[src/rtl/axil_sram_dma_master.sv]
// ============================================================================
// Module      : axil_sram_dma_master
// Description : Command-driven AXI4-Lite master moving cmd_len 32-bit words
//               between a write/read stream pair and an SRAM AXI4-Lite slave.
// Revision    : 1.0 - initial release
// ============================================================================
`default_nettype none

module axil_sram_dma_master #(
    parameter int LEN_W = 10
) (
    input  logic             aclk,
    input  logic             aresetn,
    input  logic             cmd_valid,
    output logic             cmd_ready,
    input  logic             cmd_write,
    input  logic [31:0]      cmd_addr,
    input  logic [LEN_W-1:0] cmd_len,
    output logic             done,
    output logic             err,
    input  logic [31:0]      s_data,
    input  logic             s_valid,
    output logic             s_ready,
    output logic [31:0]      m_data,
    output logic             m_valid,
    input  logic             m_ready,
    output logic [31:0]      m_axi_awaddr,
    output logic             m_axi_awvalid,
    input  logic             m_axi_awready,
    output logic [31:0]      m_axi_wdata,
    output logic [3:0]       m_axi_wstrb,
    output logic             m_axi_wvalid,
    input  logic             m_axi_wready,
    input  logic [1:0]       m_axi_bresp,
    input  logic             m_axi_bvalid,
    output logic             m_axi_bready,
    output logic [31:0]      m_axi_araddr,
    output logic             m_axi_arvalid,
    input  logic             m_axi_arready,
    input  logic [31:0]      m_axi_rdata,
    input  logic [1:0]       m_axi_rresp,
    input  logic             m_axi_rvalid,
    output logic             m_axi_rready
);

    localparam logic [3:0] c_WSTRB_ALL = 4'hF;

    typedef enum logic [2:0] {
        S_IDLE  = 3'd0,
        S_WLOAD = 3'd1,
        S_WADDR = 3'd2,
        S_WRESP = 3'd3,
        S_RADDR = 3'd4,
        S_RDATA = 3'd5,
        S_DONE  = 3'd6
    } state_t;

    state_t           r_state;
    state_t           w_next;
    logic [31:0]      r_addr;
    logic [LEN_W-1:0] r_cnt;
    logic             r_err;
    logic [31:0]      r_wdata;
    logic             r_awvalid;
    logic             r_wvalid;
    logic             r_ar_hold;
    logic [31:0]      r_mdata;
    logic             r_mvalid;
    logic             r_cmd_ready;

    logic             w_m_free;
    logic             w_arvalid;
    logic             w_rready;
    logic             w_cmd_fire;
    logic             w_s_fire;
    logic             w_b_fire;
    logic             w_r_fire;
    logic             w_last;
    logic             w_aw_ok;
    logic             w_w_ok;

    always_comb begin
        w_next     = r_state;
        w_m_free   = !r_mvalid || m_ready;
        // Once an AR is presented it must stay up until accepted, even if
        // the output stream stalls in the meantime.
        w_arvalid  = (r_state == S_RADDR) && (r_ar_hold || w_m_free);
        w_rready   = (r_state == S_RDATA) && w_m_free;
        w_cmd_fire = cmd_valid && r_cmd_ready;
        w_s_fire   = (r_state == S_WLOAD) && s_valid;
        w_b_fire   = (r_state == S_WRESP) && m_axi_bvalid;
        w_r_fire   = w_rready && m_axi_rvalid;
        w_last     = (r_cnt == LEN_W'(1));
        w_aw_ok    = !r_awvalid || m_axi_awready;
        w_w_ok     = !r_wvalid || m_axi_wready;

        case (r_state)
            S_IDLE: begin
                if (w_cmd_fire) begin
                    if (cmd_len == '0)  w_next = S_DONE;
                    else if (cmd_write) w_next = S_WLOAD;
                    else                w_next = S_RADDR;
                end
            end
            S_WLOAD: if (w_s_fire) w_next = S_WADDR;
            S_WADDR: if (w_aw_ok && w_w_ok) w_next = S_WRESP;
            S_WRESP: if (w_b_fire) w_next = w_last ? S_DONE : S_WLOAD;
            S_RADDR: if (w_arvalid && m_axi_arready) w_next = S_RDATA;
            S_RDATA: if (w_r_fire) w_next = w_last ? S_DONE : S_RADDR;
            S_DONE:  w_next = S_IDLE;
            default: w_next = S_IDLE;
        endcase
    end

    always_ff @(posedge aclk or negedge aresetn) begin
        if (!aresetn) begin
            r_state     <= S_IDLE;
            r_addr      <= '0;
            r_cnt       <= '0;
            r_err       <= 1'b0;
            r_wdata     <= '0;
            r_awvalid   <= 1'b0;
            r_wvalid    <= 1'b0;
            r_ar_hold   <= 1'b0;
            r_mdata     <= '0;
            r_mvalid    <= 1'b0;
            r_cmd_ready <= 1'b0;
        end else begin
            r_state     <= w_next;
            r_cmd_ready <= (w_next == S_IDLE);
            r_ar_hold   <= w_arvalid && !m_axi_arready;

            if (w_cmd_fire) begin
                r_addr <= {cmd_addr[31:2], 2'b00};
                r_cnt  <= cmd_len;
                r_err  <= 1'b0;
            end

            if (w_s_fire) begin
                r_wdata   <= s_data;
                r_awvalid <= 1'b1;
                r_wvalid  <= 1'b1;
            end
            if (r_awvalid && m_axi_awready) r_awvalid <= 1'b0;
            if (r_wvalid && m_axi_wready)   r_wvalid  <= 1'b0;

            if (w_b_fire) begin
                r_err  <= r_err | (m_axi_bresp != 2'b00);
                r_addr <= r_addr + 32'd4;
                r_cnt  <= r_cnt - LEN_W'(1);
            end

            if (w_r_fire) begin
                r_mdata  <= m_axi_rdata;
                r_mvalid <= 1'b1;
                r_err    <= r_err | (m_axi_rresp != 2'b00);
                r_addr   <= r_addr + 32'd4;
                r_cnt    <= r_cnt - LEN_W'(1);
            end else if (m_ready) begin
                r_mvalid <= 1'b0;
            end
        end
    end

    assign cmd_ready     = r_cmd_ready;
    assign done          = (r_state == S_DONE);
    assign err           = r_err;
    assign s_ready       = (r_state == S_WLOAD);
    assign m_data        = r_mdata;
    assign m_valid       = r_mvalid;
    assign m_axi_awaddr  = r_addr;
    assign m_axi_awvalid = r_awvalid;
    assign m_axi_wdata   = r_wdata;
    assign m_axi_wstrb   = r_wvalid ? c_WSTRB_ALL : 4'h0;
    assign m_axi_wvalid  = r_wvalid;
    assign m_axi_bready  = (r_state == S_WRESP);
    assign m_axi_araddr  = r_addr;
    assign m_axi_arvalid = w_arvalid;
    assign m_axi_rready  = w_rready;

endmodule

`default_nettype wire

[config.mk]
export PLATFORM = sky130hd
export DESIGN_NAME = axil_sram_dma_master
export DESIGN_NICKNAME = d
export VERILOG_FILES = /design/src/rtl/axil_sram_dma_master.sv
export SDC_FILE = /design/constraint.sdc
export NUM_CORES = 1
export LEC_CHECK = 0
export CORE_MARGIN = 2
export CORE_UTILIZATION = 45
export CTS_CLUSTER_DIAMETER = 120
export DETAILED_ROUTE_END_ITERATION = 12
export HOLD_SLACK_MARGIN = 0.05
export PLACE_DENSITY = 0.87
export REMOVE_ABC_BUFFERS = 1
export SYNTH_ARGS = -nofsm -noshare
export SYNTH_HDL_FRONTEND = slang
export SYNTH_SLANG_ARGS = --single-unit
[constraint.sdc]
create_clock -name aclk -period 5.1 [get_ports aclk]
set_input_delay 1.02 -clock aclk [delete_from_list [all_inputs] [get_ports aclk]]
set_output_delay 1.02 -clock aclk [all_outputs]
set_load 0.1 [all_outputs]
# Word-level counts from Yosys, hierarchy flattened
# Cells that the tools add are included.
[totals]
reg_bits = 115
inputBits = 121
output_inout_bits = 142
word_cells = 76
[op_classes]
add_sub_neg = 2
n_eq_ne = 7
n_mux = 26
bitwise_logic = 2
reduce_logical = 28
[op_table]
columns = ["operator", "n"]
rows = [
  ["$mux W32", 3],
  ["$add A32 B3 Y32 const B", 1],
  ["$mux W10", 3],
  ["$mux W3", 9],
  ["$pmux W3 S6", 1],
  ["$logic_and A1 B1 Y1", 11],
  ["$eq A10 B1 Y1 const B", 1],
  ["$logic_not A10 Y1", 1],
  ["$reduce_bool A2 Y1", 5],
  ["$sub A10 B1 Y10 const B", 1],
  ["$eq A3 B3 Y1 const B", 3],
  ["$mux W1", 8],
  ["$eq A3 B2 Y1 const B", 2],
  ["$logic_not A3 Y1", 2],
  ["$logic_not A1 Y1", 4],
  ["$logic_or A1 B1 Y1", 4],
  ["$mux W4", 1],
  ["$eq A3 B1 Y1 const B", 1],
  ["$reduce_bool A3 Y1", 1],
  ["$mux W2", 1],
  ["$or A1 B1 Y1", 2],
]

# Logic depth before layout (Yosys ltp)
# Gate-level depths: netlist of run 1.
[logic_depth]
word_depth = 8
ltp_mapped = 8
ltp_nobuf = 7

# Worst setup path after synthesis of run 1
# OpenSTA, ideal clock, no wires.
[synth_timing]
path_kind = "reg-to-reg"
from = "reg r_state[1]"
to = "reg r_wdata[10], in the netlist m_axi_wdata[10]"
setup_ns = 0.120
t_arrival_ns = 3.748
t_required_ns = 4.980
path_slack_ns = 1.232
stages_incl_launch_ff = 7
n_path_buf = 2
synth_period_minus_slack_ns = 3.868
cell_sequence = "dfrtp_1 > buf_2 > nor3b_1 > nand2_1 > clkbuf_1 > nand2_1 > nand2_1"
[synth_via]
elab_chain_len = 2
[synth_rtl]
columns = ["item", "line_no", "source"]
rows = [
  ["start, declared", "58", "state_t r_state;"],
  ["start signal, assigned", "129", "r_state <= w_next;"],
  ["$eq A3 B1 Y1", "--", ""],
  ["net s_ready", "23", "output logic s_ready,"],
  ["$logic_and A1 B1 Y1", "90", "w_s_fire = (r_state == S_WLOAD) && s_valid;"],
  ["end signal, assigned", "140", "r_wdata <= s_data;"],
  ["end, declared", "63", "logic [31:0] r_wdata;"],
]
# The timed path passes the listed nets, and every way through them passes these cells.
# A chain may end at the register's enable or synchronous reset.

# Worst setup path after layout of run 1
[layout_timing]
from = "reg r_state[0]"
to = "out s_ready"
[layout_via]
elab_chain_len = 1
[layout_rtl]
columns = ["item", "line_no", "source"]
rows = [
  ["$eq A3 B1 Y1", "168", "assign s_ready = (r_state == S_WLOAD);"],
  ["end, declared", "23", ""],
]
# Every way passes these cells.

==> results_dict.tcl, run 1 <==
set metrics [dict create \
    path_clk_slew_ns 0.05 \
    final.setup.worst_slack_ns 1.57 \
    placed_area_um2 8010 \
    clockRootBuffer "clkbuf_16" \
    numPortBuffers 256 \
    grt_max_degree 67 \
    reg2reg_to "m_axi_araddr[19]" \
    die_area_um2 13300 \
    r2r_start "r_state[2]" \
    worst-endpoint-required_ns 4.08 \
    dpl.cell_count 955 \
    via_per_inst 5.50 \
    crit_fanout 11 \
    critPathKind "flop to output port" \
    cts_buffers 17 \
    reg2reg_depth 6 \
    ys_warn_count 0 \
    design_area_um2 8590 \
    clock.fmax_mhz 283 \
    drive_gt1_frac 0.102 \
    ff2ff_setup_slack_ns 2.30 \
    num_vias 5409 \
    tightest_slew_ns 1.20 \
    period_minus_slack_ns 3.53 \
    cp-end-kind "output port" \
    die_w_um 116 \
    finalClockSkew_ns 0.00603 \
    wl_per_cell_um 18.2 \
    finalNonFillerCells 984 \
    synth_top_area_frac 0.505 \
    antenna_found_initial 0 \
    final_common_cell "clkdlybuf4s50_1" \
    ys_seq_area_frac 0.505 \
    synth_edf_count 0 \
    setup_viol 0 \
    drtPass1Iterations 7 \
    grt_usage 0.270 \
    num-nets-final 930 \
    gr-total-overflow 0 \
    cts.sinks 113 \
    syn_avg_cell_area_um2 9.50 \
    final_cell_mix "clkdlybuf4s50_1, nand2_1, dfrtp_1" \
    fin_crit_sh 0.693 \
    fillers 885 \
    clk_latency_ns 0.41 \
    dp_hpwl_um 12600 \
    drtIter0Drc 527 \
    grt_setup_unrepaired "no" \
    run_status "finished, final reports clean" \
    std_cell_rows 40 \
    area_growth_pct 53.5 \
    wl_um 17900 \
    gp_congestion 0.872 \
    core-area_um2 12100 \
    yosys_register_bits 113 \
    cts_buffer_depth 2 \
    synth_cell_type_count 59 \
    cts_resized 0 \
    grt_pass1_vias 5464 \
    synth_top_area_cell "dfrtp_1" \
    post_cts_buffers 0 \
    slew_viol_final 0 \
    hold_start "m_axi_wdata[25]" \
    holdBufCountCts 0 \
    io_pins 263 \
    yosys-top-cells-area "dfrtp_1, nand2_1, mux2_2, buf_4, nor2_1" \
    synthFlopType "dfrtp_1" \
    tritoncts "built" \
    cts-htree-levels 4 \
    hold_end "m_axi_wdata[25]" \
    drc 0 \
    arrival_ns 2.51 \
    hold_class "flop to flop" \
    start_util 0.464 \
    min_path_cells 2 \
    maxCapViolations 0 \
    die_h_um 116 \
    synthCells 589 \
    setup-tns-final_ns 0 \
    grt_pass1_wl_um 27600 \
    n_antenna_cell 0 \
    max-slew-margin-rel 0.195 \
    netlist_area_um2 5600 \
    post-place-ws_ns 1.38 \
    hold_violations 0 \
    drtAntennaViolNets 0 \
    async_flop_share 1.00 \
    startpoint_type "flop" \
]
[stage by stage]
stage	hold slack (ns)	util
detailed placement	0.463	0.664
finish	0.473	0.712
CTS	0.475	0.712
floorplan	0.479	-
global route	0.486	0.712
global placement	0.459	0.664
[worst max-delay path, cell delays in order, from the launching register on]
cell and delay [ns]:
dfrtp_1 0.49, nor3b_1 0.38, clkdlybuf4s50_1 1.23
[cell families (layout without fill, tap and decap cells)]
kind of cell	count (synthesis)	in the layout	synth area share
AND/OR/NAND/NOR	251	251	0.209
flip-flops	113	113	0.505
AO/OA/AOI/OAI	105	105	0.127
buffers and inverters	81	305	0.0816
multiplexers	35	35	0.0698
adder cells (fa/ha/maj)	3	3	0.00671
other	1	4	0.000670
[worst max path at each step]
stage               cells past startpoint              end          from  slack [ns]
floorplan                               4        cmd_ready  m_axi_wvalid        0.35
global placement                        6  m_axi_araddr[5]       m_ready        1.42
detailed placement                      6         r_cnt[6]       m_ready        1.38
CTS                                     2          s_ready    r_state[0]        1.55
global route                            2          s_ready    r_state[0]        1.49
finish                                  2          s_ready    r_state[0]        1.57
[state kept, by name (all words and copies together) (netlist names)]
name,cells
m_axi_araddr,30
r_cnt,10
m_axi_awvalid,1
m_data,32
cmd_ready,1
m_axi_wdata,32
m_axi_wvalid,1
m_valid,1
err,1
r_state,3
r_ar_hold,1
[layer usage]
metal	GRT usage	routed length, µm
met5	0	0
met4	0.0940	298
met3	0.113	2050
met2	0.477	9120
met1	0.290	6390
[final cells by class]
class / count / area, µm² / share of cell area
Inverter: 16 / 60.1 / 0.00699
Clock inverter: 6 / 80.1 / 0.00932
Sequential cell: 113 / 2830 / 0.329
Timing Repair Buffer: 260 / 2580 / 0.301
Multi-Input combinational cell: 398 / 2330 / 0.271
Clock buffer: 23 / 498 / 0.0580
Tap cell: 168 / 210 / 0.0245
[cell usage after synthesis (2+ instances only)]
cell        n
nor2_1     43
dfrtp_1   113
nand2b_1    5
or3_1       2
o32ai_1     3
o21ai_0    24
nand4_1     7
a21boi_0    3
a31oi_1     3
a21oi_1    25
a211oi_1   11
mux2_2     32
buf_2       8
clkbuf_1   18
nor3b_1     3
a311oi_1    7
mux2i_1     3
and2_1      5
o22ai_1     7
buf_4      38
inv_1      16
nor3_1     13
and3_1      7
nand3_1    15
and4_1      3
o211a_1     2
nand2_1   125
o221a_2     3
a221o_1     3
nor4_1      5
or2_2       2
ha_1        3
nor2b_1     3
or4_1       3
a211o_1     2
Power of run 1 is left out: the tool's default activity adds up to more than one toggle a clock period on the data nets, which glitch-free logic cannot reach.
==> inputs of run 2 (changes only) <==
CORE_UTILIZATION = 38   (was 45)
PLACE_DENSITY = 0.78   (was 0.87)
clock period = 3.05 ns   (was 5.1 ns; I/O delays follow)
==> run 2 against run 1 <==
Die area is 18% higher. Cell count is 2.8% higher. Final area is 2.4% lower. Worst setup slack worse by 0.96 ns. Clock-buffer cell count is 2 lower. Non-clock buffer count is 9 higher. Sequential share of layout area is 0.80 points higher. Critical path depth is 2 higher. Worst hold slack worse by 0.22 ns. Highest routed layer is now met5.
==> results_dict.tcl, run 2 (same netlist as run 1, synthesis figures left out) <==
set metrics [dict create \
    cts_resized 0 \
    wl_per_cell_um 15.9 \
    final_cell_mix "buf_4, nand2_1, clkdlybuf4s50_1" \
    drc 0 \
    worst-endpoint-required_ns 2.44 \
    hold_violations 0 \
    finalClockSkew_ns 0.00734 \
    crit_fanout 8 \
    max-slew-margin-rel 0.509 \
    tritoncts "built" \
    num_vias 5173 \
    final.setup.worst_slack_ns 0.609 \
    area_growth_pct 49.9 \
    dp_hpwl_um 11800 \
    die_h_um 125 \
    clockRootBuffer "clkbuf_16" \
    via_per_inst 5.11 \
    fillers 1279 \
    run_status "finished, final reports clean" \
    wl_um 16100 \
    design_area_um2 8390 \
    drtPass1Iterations 4 \
    tightest_slew_ns 0.736 \
    numPortBuffers 256 \
    setup_viol 0 \
    grt_usage 0.206 \
    start_util 0.386 \
    cts_buffer_depth 2 \
    std_cell_rows 44 \
    setup-tns-final_ns 0 \
    gr-total-overflow 0 \
    clock.fmax_mhz 410 \
    multi_input_area_um2 2330 \
    die_area_um2 15700 \
    cts.sinks 113 \
    maxCapViolations 0 \
    cts_buffers 17 \
    drtIter0Drc 434 \
    io_pins 263 \
    core-area_um2 14500 \
    drive_gt1_frac 0.278 \
    num-nets-final 939 \
    arrival_ns 1.83 \
    path_clk_slew_ns 0.05 \
    period_minus_slack_ns 2.44 \
    post_cts_buffers 0 \
    gp_congestion 0.834 \
    die_w_um 125 \
    grt_setup_unrepaired "no" \
    fin_crit_sh 0.800 \
    placed_area_um2 7830 \
    clk_latency_ns 0.41 \
    grt_max_degree 56 \
    startpoint_type "input port" \
    final_common_cell "buf_4" \
    holdBufCountCts 0 \
    antenna_found_initial 1 \
    drtAntennaViolNets 0 \
    n_antenna_cell 0 \
    critPathKind "input port to output port" \
    cp-end-kind "output port" \
    grt_pass1_wl_um 25900 \
    post-place-ws_ns 0.328 \
    seq_area_um2 2830 \
    hold_class "input port to asynchronous set/reset pin" \
    slew_viol_final 0 \
    grt_pass1_vias 5032 \
    cts-htree-levels 4 \
]
-- run 2: changes by cell type in the layout (fill, tap and decap cells not counted), sizes merged --
cell and change:
inv +1, clkbuf -2, clkinvlp +4, buf +145, bufinv -1, clkinv +1, clkdlybuf4s50 -136
-- run 2: worst max-delay path: stages --
cell,delay [ns]
clkdlybuf4s50_1,0.44
nand2b_1,0.32
o211a_1,0.26
buf_12,0.19
-- run 2: per-layer routing --
metal | GRT usage | share of wire | up-vias
li1 | - | - | 2476
met1 | 0.248 | 0.40 | 2430
met2 | 0.339 | 0.48 | 245
met3 | 0.0822 | 0.097 | 20
met4 | 0.0673 | 0.018 | 2
met5 | 0 | 0.00074 | -
-- run 2: cell type report --
class                      count  area share
clock inverter                11      0.0130
inverter                      16     0.00716
timing repair buffer         269       0.283
sequential                   113       0.337
clock buffer                  21      0.0537
tap                          184      0.0275
multi-input combinational    398       0.278
-- run 2: through the flow --
stage                util  hold slack (ns)  std cells
finish              0.579            0.255       1012
global route        0.579            0.301       1012
CTS                 0.579            0.281       1012
detailed placement  0.541            0.464        980
global placement    0.541            0.461        980
floorplan               -            0.314        527
-- run 2: worst paths after layout --
path                                 start               to  slack (ns)  cells after the start
max in group asynchronous          aresetn       m_data[27]        2.08                      2
min reg2reg                m_axi_wdata[12]  m_axi_wdata[12]        0.48                      2
max reg2reg                     r_state[2]         r_cnt[3]        0.85                      6
min in group aclk          m_axi_wdata[12]  m_axi_wdata[12]        0.48                      2
min                                aresetn         r_cnt[5]        0.25                      1
max                                m_ready    m_axi_arvalid        0.61                      4
Power of run 2 is left out for the same reason.
==> inputs of run 3 (changes only) <==
clock period = 2 ns   (was 3.05 ns; I/O delays follow)
==> run 3 against run 2 <==
Clock-buffer cell count decreased by 3. Final area increased by 16%. Via count increased by 7.1%. Clock skew about the same.
==> results_dict.tcl, run 3 (same netlist as run 1, synthesis figures left out) <==
set metrics [dict create \
    ff2ff_setup_slack_ns 0.03 \
    maxCapViolations 0 \
    critPathMaxStageDelay_ns 0.49 \
    path_delay_family "simple AND/OR/NAND/NOR gates" \
    dpl.cell_count 1044 \
    std_cell_rows 44 \
    clock.fmax_mhz 508 \
    antenna_found_initial 0 \
    grt_pass1_wl_um 28800 \
    fin_crit_sh 0.985 \
    worst-endpoint-required_ns 2.34 \
    path_clk_slew_ns 0.06 \
    area_growth_pct 73.2 \
    die_area_um2 15700 \
    final.setup.worst_slack_ns 0.0302 \
    cts_buffer_depth 2 \
    grt_pass1_vias 5685 \
    drive_gt1_frac 0.345 \
    wl_per_cell_um 16.4 \
    wl_um 17700 \
    run_status "finished, final reports clean" \
    finalClockSkew_ns 0.00772 \
    gp_congestion 0.866 \
    period_minus_slack_ns 1.97 \
    tritoncts "built" \
    drc 0 \
    start_util 0.386 \
    cp-end-kind "flop" \
    core-area_um2 14500 \
    numPortBuffers 256 \
    n_antenna_cell 0 \
    cts-htree-levels 4 \
    post-place-ws_ns -0.340 \
    holdWs_ns 0.0501 \
    reg2reg_depth 7 \
    drtAntennaViolNets 0 \
    fillers 1092 \
    clockRootBuffer "clkbuf_16" \
    crit_fanout 2 \
    r2r_start "r_cnt[1]" \
    via_per_inst 5.14 \
    clk_latency_ns 0.41 \
    arrival_ns 2.31 \
    startpoint_type "flop" \
    reg2reg_to "cmd_ready" \
    cp_slowest_cell "or4b_4" \
    tightest_slew_ns 0.634 \
    die_h_um 125 \
    setup-tns-final_ns 0 \
    worstPathCellList "inv_2 -> ha_1 -> or4b_4 -> nor3_4 -> nor2b_1 -> or4b_4 -> nor3_2" \
    hold_class "input port to asynchronous set/reset pin" \
    num_vias 5540 \
    finalNonFillerCells 1077 \
    num-nets-final 1005 \
    die_w_um 125 \
    critPathBufInv 1 \
    setup_viol 0 \
    grt_usage 0.230 \
    slew_viol_final 0 \
    final_common_cell "buf_4" \
    drtIter0Drc 442 \
    critPathMostFrequentCell "or4b_4" \
    io_pins 263 \
    critPathKind "flop to flop" \
    grt_setup_unrepaired "yes" \
    dp_hpwl_um 13000 \
    cts.sinks 113 \
    final_cell_mix "buf_4, nand2_1, clkdlybuf4s50_1" \
    drtPass1Iterations 5 \
    cts_buffers 17 \
    max-slew-margin-rel 0.577 \
    gr-total-overflow 0 \
    grt_max_degree 114 \
    hold_violations 0 \
]
[run 3: changes by cell type in the layout (fill, tap and decap cells not counted), sizes merged]
cell,previous run,this run
buf,152,218
bufinv,1,5
clkbuf,21,18
clkinv,5,7
clkinvlp,4,1
inv,17,16
[run 3: area by class of cell]
cell class / count / area (µm²) / area share
Inverter: 16 / 60.1 / 0.00620
Tap cell: 184 / 230 / 0.0238
Clock buffer: 18 / 429 / 0.0443
Sequential cell: 113 / 2830 / 0.292
Multi-Input combinational cell: 398 / 2380 / 0.245
Clock inverter: 13 / 193 / 0.0199
Timing Repair Buffer: 335 / 3570 / 0.369
[run 3: what timing repair did]
item                                    4_1_cts  5_1_grt
endpoints found under the setup margin        4       10
pin swaps                                     2        4
endpoints found under the hold margin         0        0
setup buffers                                 3        1
gates resized for setup                       5        8
hold buffers                                  0        0
[run 3: worst max path at each step]
stage / startpoint / to / slack [ns] / cells after the start
after floorplan: m_axi_wvalid / cmd_ready / -2.75 / 4
after global placement: cmd_len[5] / cmd_ready / -0.35 / 6
after detailed placement: cmd_len[4] / cmd_ready / -0.34 / 6
after CTS: r_cnt[1] / cmd_ready / -0.01 / 7
after global routing: r_cnt[1] / cmd_ready / -0.02 / 7
final: r_cnt[1] / cmd_ready / 0.03 / 7
[run 3: routing by layer]
metal	track usage	part of all wire	wire [µm]	vias to the layer above
met5	0	0	0	-
met4	0.0712	0.013	233	0
met3	0.0672	0.079	1400	24
met2	0.408	0.52	9120	279
met1	0.270	0.39	6910	2636
li1	-	-	-	2601
[run 3: metrics by stage]
step / utilization / cell area (µm²)
final: 0.669 / 9690
after global placement: 0.622 / 9010
after floorplan: - / 5210
after CTS: 0.667 / 9660
after detailed placement: 0.622 / 9010
after global routing: 0.669 / 9690
Power of run 3 is left out for the same reason.
